<file path="config.mk">
export PLATFORM = sky130hd
export DESIGN_NAME = otter_mem_arbiter
export DESIGN_NICKNAME = d
export VERILOG_FILES = /design/src/rtl/otter_mem_arbiter.sv
export SDC_FILE = /design/constraint.sdc
export NUM_CORES = 1
export LEC_CHECK = 0
export CAP_MARGIN = 10
export CORE_UTILIZATION = 44
export CTS_BUF_LIST = sky130_fd_sc_hd__clkbuf_8
export CTS_CLUSTER_SIZE = 14
export DETAILED_ROUTE_END_ITERATION = 12
export GPL_TIMING_DRIVEN = 1
export PLACE_DENSITY = 0.89
export SLEW_MARGIN = 10
export SYNTH_ARGS = -nofsm -noshare
export SYNTH_HDL_FRONTEND = slang
export SYNTH_SLANG_ARGS = --single-unit
export TNS_END_PERCENT = 1
</file>
<file path="constraint.sdc">
create_clock -name CLK -period 4.9 [get_ports CLK]
set_input_delay 0.49 -clock CLK [delete_from_list [all_inputs] [get_ports CLK]]
set_output_delay 0.49 -clock CLK [all_outputs]
set_load 0.03 [all_outputs]
</file>
<file path="src/rtl/otter_mem_arbiter.sv">
// Shares the Otter's single memory port between instruction fetch and the MEM stage.
// Define OTTER_ARB_TIMEOUT_EN to add a response watchdog that forces an error completion.
module otter_mem_arbiter #(
  parameter int IF_STARVE_LIMIT = 4,
  parameter int TIMEOUT_CYCLES  = 64
) (
  input  logic        CLK,
  input  logic        RESET,
  input  logic        if_req,
  input  logic [31:0] if_addr,
  output logic        if_ack,
  output logic [31:0] if_rdata,
  input  logic        d_req,
  input  logic        d_we,
  input  logic [31:0] d_addr,
  input  logic [31:0] d_wdata,
  input  logic [1:0]  d_size,
  input  logic        d_sign,
  output logic        d_ack,
  output logic [31:0] d_rdata,
  output logic        m_req,
  output logic        m_we,
  output logic [31:0] m_addr,
  output logic [31:0] m_wdata,
  output logic [1:0]  m_size,
  output logic        m_sign,
  input  logic        m_ready,
  input  logic        m_rvalid,
  input  logic [31:0] m_rdata,
  output logic        err
);

  localparam logic [1:0] ST_IDLE = 2'd0;
  localparam logic [1:0] ST_REQ  = 2'd1;
  localparam logic [1:0] ST_WAIT = 2'd2;
  localparam logic [1:0] ST_DONE = 2'd3;

  localparam logic [3:0]  STARVE_MAX = 4'(IF_STARVE_LIMIT);
  localparam logic [31:0] ERR_WORD   = 32'hDEAD_BEEF;

  if (IF_STARVE_LIMIT < 1 || IF_STARVE_LIMIT > 15 ||
      TIMEOUT_CYCLES < 2 || TIMEOUT_CYCLES > 255) begin : g_param_check
    $error("otter_mem_arbiter: parameter out of legal range");
  end

  logic [1:0] state;
  logic       owner_if;
  logic [3:0] starve_cnt;
  logic       grant_any;
  logic       grant_if;
  logic       resp_err;
  logic       resp_done;

  // Data wins a tie unless fetch has already been passed over the limit.
  assign grant_any = if_req | d_req;
  assign grant_if  = if_req & (~d_req | (starve_cnt == STARVE_MAX));

`ifdef OTTER_ARB_TIMEOUT_EN
  localparam logic [7:0] WD_LAST = 8'(TIMEOUT_CYCLES - 1);

  logic [7:0] wd_cnt;

  // A real response in the limit cycle takes precedence over the timeout.
  assign resp_err = (state == ST_WAIT) & ~m_rvalid & (wd_cnt == WD_LAST);

  always_ff @(posedge CLK or posedge RESET) begin
    if (RESET) begin
      wd_cnt <= '0;
      err    <= 1'b0;
    end else begin
      err <= resp_err;
      if (state != ST_WAIT)
        wd_cnt <= '0;
      else if (!resp_done)
        wd_cnt <= wd_cnt + 8'd1;
    end
  end
`else
  assign resp_err = 1'b0;
  assign err      = 1'b0;
`endif

  assign resp_done = (state == ST_WAIT) & (m_rvalid | resp_err);

  always_ff @(posedge CLK or posedge RESET) begin
    if (RESET) begin
      state      <= ST_IDLE;
      owner_if   <= 1'b0;
      starve_cnt <= '0;
      if_ack     <= 1'b0;
      d_ack      <= 1'b0;
      if_rdata   <= '0;
      d_rdata    <= '0;
      m_req      <= 1'b0;
      m_we       <= 1'b0;
      m_addr     <= '0;
      m_wdata    <= '0;
      m_size     <= '0;
      m_sign     <= 1'b0;
    end else begin
      // NOTE: acks default low every cycle so they can only ever be a single-cycle pulse.
      if_ack <= 1'b0;
      d_ack  <= 1'b0;
      case (state)
        ST_IDLE: begin
          if (grant_any) begin
            state    <= ST_REQ;
            m_req    <= 1'b1;
            owner_if <= grant_if;
            if (grant_if) begin
              m_we       <= 1'b0;
              m_addr     <= if_addr;
              m_wdata    <= '0;
              m_size     <= 2'd2;
              m_sign     <= 1'b0;
              starve_cnt <= '0;
            end else begin
              m_we    <= d_we;
              m_addr  <= d_addr;
              m_wdata <= d_wdata;
              m_size  <= d_size;
              m_sign  <= d_sign;
              if (!if_req)
                starve_cnt <= '0;
              else if (starve_cnt != STARVE_MAX)
                starve_cnt <= starve_cnt + 4'd1;
            end
          end
        end
        ST_REQ: begin
          if (m_ready) begin
            state <= ST_WAIT;
            m_req <= 1'b0;
          end
        end
        ST_WAIT: begin
          if (resp_done) begin
            state <= ST_DONE;
            if (owner_if) begin
              if_ack   <= 1'b1;
              if_rdata <= resp_err ? ERR_WORD : m_rdata;
            end else begin
              d_ack   <= 1'b1;
              d_rdata <= resp_err ? ERR_WORD : m_rdata;
            end
          end
        end
        default: state <= ST_IDLE;
      endcase
    end
  end

endmodule

</file>
==> results.md <==
| Item | This run |
|---|---|
| Startpoint of the lowest-slack hold path | m_we |
| Maximum number of pins on one net before global-route repair | 110 |
| Pre-CTS worst setup slack | 1.80 ns |
| Tmin final | 2.70 ns |
| Share of the yosys chip area belonging to registers | 56.7% |
| Vias in the first global route | 5,326 |
| Top-Level Pins | 274 |
| Global placer's final weighted congestion | 0.781 |
| Initial core utilization | 45.2% |
| Count of routing violations after the opening detailed-route iteration | 236 |
| Count of inserted antenna diode cells | 0 |
| Post-DRT Antenna Nets | 0 |
| Kind of cell with the highest combined delay on the critical path | compound AO/OA/AOI/OAI gates |
| Setup WS post-layout | 2.20 ns |
| Warnings from Yosys | 0 |
| Core ar. | 13,900 um^2 |
| Count of final max-slew check failures | 0 |
| Met3 track demand over resource in global routing | 6.25% |
| Post-CTS resize count | 0 |
| CTS Root Buffer Type | sky130_fd_sc_hd__clkbuf_8 |
| Kind of launch point of the worst setup path | register |
| Hold-fix buffers, CTS | 0 |
| RR Startpoint | state[0] |
| Via Count | 5,080 |
| Cell variety after synth | 36 |
| Total length of routed wires | 16,900 um |
| Share of the core filled with cells in the final layout | 68.2% |
| Cells after Synth | 538 |
| Syn avg cell area | 11.7 um^2 |
| Worst-skew pair later-pin latency | 0.43 ns |
| Max-slew headroom at the worst pin | 24.4% |
| Avg Vias per Cell | 5.15 |
| Cell Pwr Density | 697 nW/um^2 |
| Met1 GRT Util | 28.3% |
| Maximum Capacitance Violations | 0 |
| Peak per-stage delay on the critical path | 0.85 ns |
| Number of rows created at floorplan | 43 |
| Result of the run | finished clean |
| Peak fanout along the critical path | 46 |
| Total number of H-tree levels | 4 |
| Max Buffers Root-to-Sink | 2 |
| CP Class | register to register |
| GR Util met2 | 41.7% |
| Post-route DRC violation count | 0 |
| RSZ-0062 raised after global routing | false |
| Transition at the pin with the smallest max-transition slack | 1.13 ns |
| Post-CTS Setup Bufs | 0 |
| Number of endpoints failing setup at the final stage | 0 |
| Crit path buf inv count | 3 |
| Mean routed wirelength per cell | 17.1 um |
| Share of the synthesized area in the top cell type | 56.7% |
| FF-to-FF End | m_wdata[6] |
| Number of buffers created by CTS | 17 |
| Most common cell on crit path | sky130_fd_sc_hd__buf_4 |
| CTS tree | yes |
| Arrival time worst endpoint | 3.03 ns |
| Number of cells traversed by the worst hold path | 2 |
| Required time reported for the critical path endpoint | 5.23 ns |
| Top cell type by total area after synthesis | sky130_fd_sc_hd__dfrtp_1 |
| Die outline width | 121 um |
| Cell types occupying the most area after synthesis | sky130_fd_sc_hd__dfrtp_1 57%, sky130_fd_sc_hd__nand2_1 8.3%, sky130_fd_sc_hd__mux2_4 6.9% |
| Max Clock Freq | 370 MHz |
| Max IR drop VDD | 0.316 mV |
| Leakage power | 4.11 nW |
| Layout Skew | 0.0114 ns |
| Busiest grt layer | met2 |
| Total Die Area | 14,700 um^2 |
| Area overhead of the layout relative to synthesis | 50.9% |
| Setup TNS after final layout | 0 ns |
| Sink Count | 142 |
| Min-Delay Path Class | register to register |
| End point of the most critical hold path | m_we |
| Antenna violations before repair | 0 |
| Port-buffer cells | 272 |
| Crit. End Element | register |
| Endpoints failing hold | 0 |
| Leftover overflow at the end of global routing | 0 |
| Post-Syn Nets | 682 |
| Total GRT Usage | 24.0% |
| Clock input transition at the sequential cells of the worst setup and hold paths | 0.08 ns |
| Die Ht | 121 um |
| DR pass1 iterations | 4 |
| Highest-delay cell along the critical path | sky130_fd_sc_hd__o21a_2 |
| Reg2reg setup slack | 2.20 ns |
| Fraction of final layout cells sized beyond drive strength 1 | 17.1% |
| Final Cycle Share | 55.2% |
| Sum of net half-perimeters after detailed placement | 11,700 um |
| Final-stage net count | 937 |
| CP Cell Sequence | inv_1 -> ha_1 -> buf_4 -> o21a_2 -> buf_4 -> nand2_1 -> o21ai_0 |
| Global-route wire length before repair | 27,200 um |
| Worst reg-to-reg path cell count | 7 |
| Synthesized area | 6270 um^2 |
| Total of flip-flops plus latches after synthesis | 142 |
[worst register-to-register path: cells and delay by family (launching register included)]
kind	cells	cell delay, ns
adder cells (fa/ha/maj)	1	0.14
flip-flops	1	0.43
AND/OR/NAND/NOR	1	0.09
AO/OA/AOI/OAI	2	1.04
buffers and inverters	3	0.90
[flip-flops by register name, indices dropped and copies added, names as in the netlist]
register and count:
m_sign 1, m_addr 32, if_rdata 32, starve_cnt 4, owner_if 1, if_ack 1, m_we 1, d_rdata 32
state 2, m_req 1, d_ack 1, m_wdata 32, m_size 2
[worst max-delay path by stage]
| stage | endpoint | cells after the start | startpoint |
|---|---|---|---|
| finish | m_wdata[6] | 7 | state[0] |
| global placement | m_wdata[7] | 4 | if_req |
| CTS | m_wdata[18] | 7 | state[0] |
| global route | m_wdata[9] | 7 | state[0] |
| floorplan | d_ack | 1 | RESET |
| detailed placement | m_wdata[6] | 4 | if_req |
[placed cells by master (no fill, tap or decap), types with 2 or more instances in the layout]
cell / n
sky130_fd_sc_hd__mux2_4: 29
sky130_fd_sc_hd__o211ai_1: 4
sky130_fd_sc_hd__inv_6: 3
sky130_fd_sc_hd__or4_1: 2
sky130_fd_sc_hd__nand2_1: 139
sky130_fd_sc_hd__o211ai_2: 28
sky130_fd_sc_hd__inv_8: 2
sky130_fd_sc_hd__clkbuf_8: 18
sky130_fd_sc_hd__clkinv_4: 3
sky130_fd_sc_hd__clkdlybuf4s50_1: 272
sky130_fd_sc_hd__mux2_2: 36
sky130_fd_sc_hd__bufinv_16: 3
sky130_fd_sc_hd__clkinvlp_4: 3
sky130_fd_sc_hd__nand3_1: 4
sky130_fd_sc_hd__a21oi_1: 2
sky130_fd_sc_hd__nand4_1: 32
sky130_fd_sc_hd__ha_1: 6
sky130_fd_sc_hd__nor2_1: 2
sky130_fd_sc_hd__nor2b_1: 3
sky130_fd_sc_hd__buf_4: 6
sky130_fd_sc_hd__inv_1: 8
sky130_fd_sc_hd__dfrtp_1: 142
sky130_fd_sc_hd__nand2b_1: 3
sky130_fd_sc_hd__o21ai_0: 40
[kinds of logic after synthesis]
kind of cell	share of synthesized area (%)
muxes	13.4
buffers and inverters	4.51
and+or+nand+nor	13.8
other	0.0598
adders and majority gates	1.20
xor gates and xnor gates	0.140
AOI/OAI and AO/OA	10.3
DFF	56.7
[cells in the mapped netlist]
cell / n
sky130_fd_sc_hd__xor2_1: 1
sky130_fd_sc_hd__clkbuf_1: 13
sky130_fd_sc_hd__o21ai_2: 1
sky130_fd_sc_hd__o211ai_2: 28
sky130_fd_sc_hd__or2_1: 1
sky130_fd_sc_hd__a21oi_1: 2
sky130_fd_sc_hd__a21o_1: 1
sky130_fd_sc_hd__nand2b_1: 3
sky130_fd_sc_hd__o21ai_0: 40
sky130_fd_sc_hd__o21a_1: 1
sky130_fd_sc_hd__o31ai_1: 1
sky130_fd_sc_hd__buf_4: 2
sky130_fd_sc_hd__nor3_1: 1
sky130_fd_sc_hd__conb_1: 1
sky130_fd_sc_hd__mux2_2: 36
sky130_fd_sc_hd__clkbuf_2: 3
sky130_fd_sc_hd__and2_1: 1
sky130_fd_sc_hd__buf_2: 16
sky130_fd_sc_hd__inv_1: 9
sky130_fd_sc_hd__nor2b_1: 3
sky130_fd_sc_hd__nand3_1: 4
sky130_fd_sc_hd__mux2_4: 29
sky130_fd_sc_hd__nand4_1: 32
sky130_fd_sc_hd__nor2_1: 2
sky130_fd_sc_hd__o22ai_1: 1
sky130_fd_sc_hd__dfrtp_1: 142
sky130_fd_sc_hd__or4_1: 2
sky130_fd_sc_hd__buf_6: 8
sky130_fd_sc_hd__nand3b_1: 1
sky130_fd_sc_hd__nand2_1: 139
sky130_fd_sc_hd__a32o_1: 1
sky130_fd_sc_hd__ha_1: 6
sky130_fd_sc_hd__o211ai_1: 4
sky130_fd_sc_hd__nor3b_2: 1
sky130_fd_sc_hd__o21ai_1: 1
sky130_fd_sc_hd__nand4b_4: 1
[stage by stage]
stage / instances / power, W / hold slack [ns] / cell area [um^2]
final: 986 / 0.00660 / 0.482 / 9460
after global routing: 986 / 0.00697 / 0.518 / 9460
after CTS: 986 / 0.00666 / 0.487 / 9460
after detailed placement: 954 / 0.00563 / 0.469 / 9030
after global placement: 954 / 0.00552 / 0.460 / 9030
after floorplan: 538 / 0.00417 / 0.470 / 6270
[metal layers]
layer	routed length (um)	vias to the layer above	part of all wire, %
met5	0	-	0
met4	316	0	1.9
met3	1240	28	7.3
met2	8640	214	51
met1	6700	2474	40
li1	-	2364	-
[cell type report]
cell class	count	area [um^2]
clock buffer	18	248
multi-input combinational	345	2440
fill	1002	4420
tap	180	225
timing repair buffer	278	2770
clock inverter	14	184
inverter	9	38.8
sequential	142	3550
[power breakdown]
part / total, W / internal [W] / switching [W] / leakage (nW)
logic: 0.00356 / 0.00156 / 0.00199 / 2.15
registers: 0.00204 / 0.00172 / 0.000321 / 1.75
clock network: 0.00100 / 0.000528 / 0.000473 / 0.210
Power figures use the tool's default switching activity.
==> variant (same settings) <==
Add a define of `OTTER_ARB_TIMEOUT_EN`.
--- a/src/rtl/otter_mem_arbiter.sv
+++ b/src/rtl/otter_mem_arbiter.sv
@@ -1,5 +1,7 @@
 // Shares the Otter's single memory port between instruction fetch and the MEM stage.
 // Define OTTER_ARB_TIMEOUT_EN to add a response watchdog that forces an error completion.
+`define OTTER_ARB_TIMEOUT_EN
+
 module otter_mem_arbiter #(
   parameter int IF_STARVE_LIMIT = 4,
   parameter int TIMEOUT_CYCLES  = 64
Behaviour: no difference found for any inputs over 4 cycles, from zero or initial values and one cycle with RESET high; that may be too few to reach the edited logic, so the function may still have changed.
==> variant against the unedited design <==
- setup slack better by 0.14 ns
- clock power down 7%
- critical path depth down 1
- design area up 3.3%
- sequential cell count up 9
- worst hold slack worse by 0.013 ns
- critical endpoint is now m_addr[16]
- largest power group unchanged
- total power up 1.8%
- sequential power up 6%
- routed wire length up 8.7%
- synthesized area up 4.8%
- non-clock buffer count up 2
==> variant: results (changes against the unedited design) <==
The detailed route wirelength on metal3 is 1.421 mm (+15%), and the worst-case setup slack after placement is 2.066 ns (+0.2654 ns). The number of port buffers works out to 273 (+0.37%). The run gives 5654 (+11%) as the overall via count from detail_route. The logs give 4.198 nW (+2.1%) for the leakage power figure and 323 (+37%) for the first-iteration detailed-routing DRC count.

The worst hold path begins at m_wdata[31]. The number of iterations in the first detailed-routing pass is 7 (+3). After synthesis, the most frequently instantiated cells are dfrtp_1, nand2_1, a21oi_1. The sequential cell area fraction in the yosys report was 57.47% (+0.81 points). The routing usage on met2 came out at 40.75% (-0.97 points). Number of global-route vias before repair: 5705 (+7.1%). For hold timing, the worst endpoint is m_wdata[31].

The run finished with clean final reports. The post-synthesis xor/xnor area fraction came out at 0.3996% (+0.26 points). The run gives 9394 µm² (+4.0%) as the cell area after placement. The number of cells produced by synthesis came out at 599 (+11%). Fraction of met3 tracks used by global routing: 6.940% (+0.69 points).

For the combined flip-flop and latch cell area, the log shows 3779 µm² (+6.3%). The met1 routed wirelength after detailed routing was 7.445 mm (+11%); the total global routing track utilization was 24.34% (+0.32 points). The synthesized-area fraction occupied by adder cells came out at 1.332% (+0.13 points). The worst supply voltage drop on vdd came out at 0.0004333 V (+37%). The run gives 1102 (+10%) as the count of fill cells added during filler insertion. The total nets after synthesis was 744 (+9.1%); the number of cells on the worst reg-to-reg path was 6 (-1). The number of placed instances with taps included was 1021 (+7.0%).
variant: area by class of cell:
cell class | count | share of cell area, %
tap | 184 | 2.356
multi-input combinational | 397 | 26.11
timing repair buffer | 280 | 28.51
sequential | 151 | 38.67
clock buffer | 18 | 2.536
clock inverter | 12 | 1.319
inverter | 9 | 0.4994
variant: worst max path at each step:
stage	to	slack, ns
floorplan	d_ack	0.35
global placement	m_wdata[9]	2.13
detailed placement	m_addr[16]	2.07
CTS	m_addr[16]	2.34
global route	m_addr[16]	2.13
finish	m_addr[16]	2.34
variant: power by group through the flow:
stage               sequential [mW]  combinational (mW)  clock, mW
finish                         2.16                3.63      0.928
global route                   2.24                3.82       1.01
CTS                            2.17                3.65      0.951
detailed placement             2.18                3.64          0
global placement               2.17                3.56          0
floorplan                      3.19                1.13          0
variant: critical path, cell delays in order, from the launching register on:
cell and delay [ns]:
dfrtp_1 0.41, inv_1 0.11, ha_1 0.39, nor2b_4 0.92
buf_4 0.42, nor2_1 0.08, a21oi_1 0.15
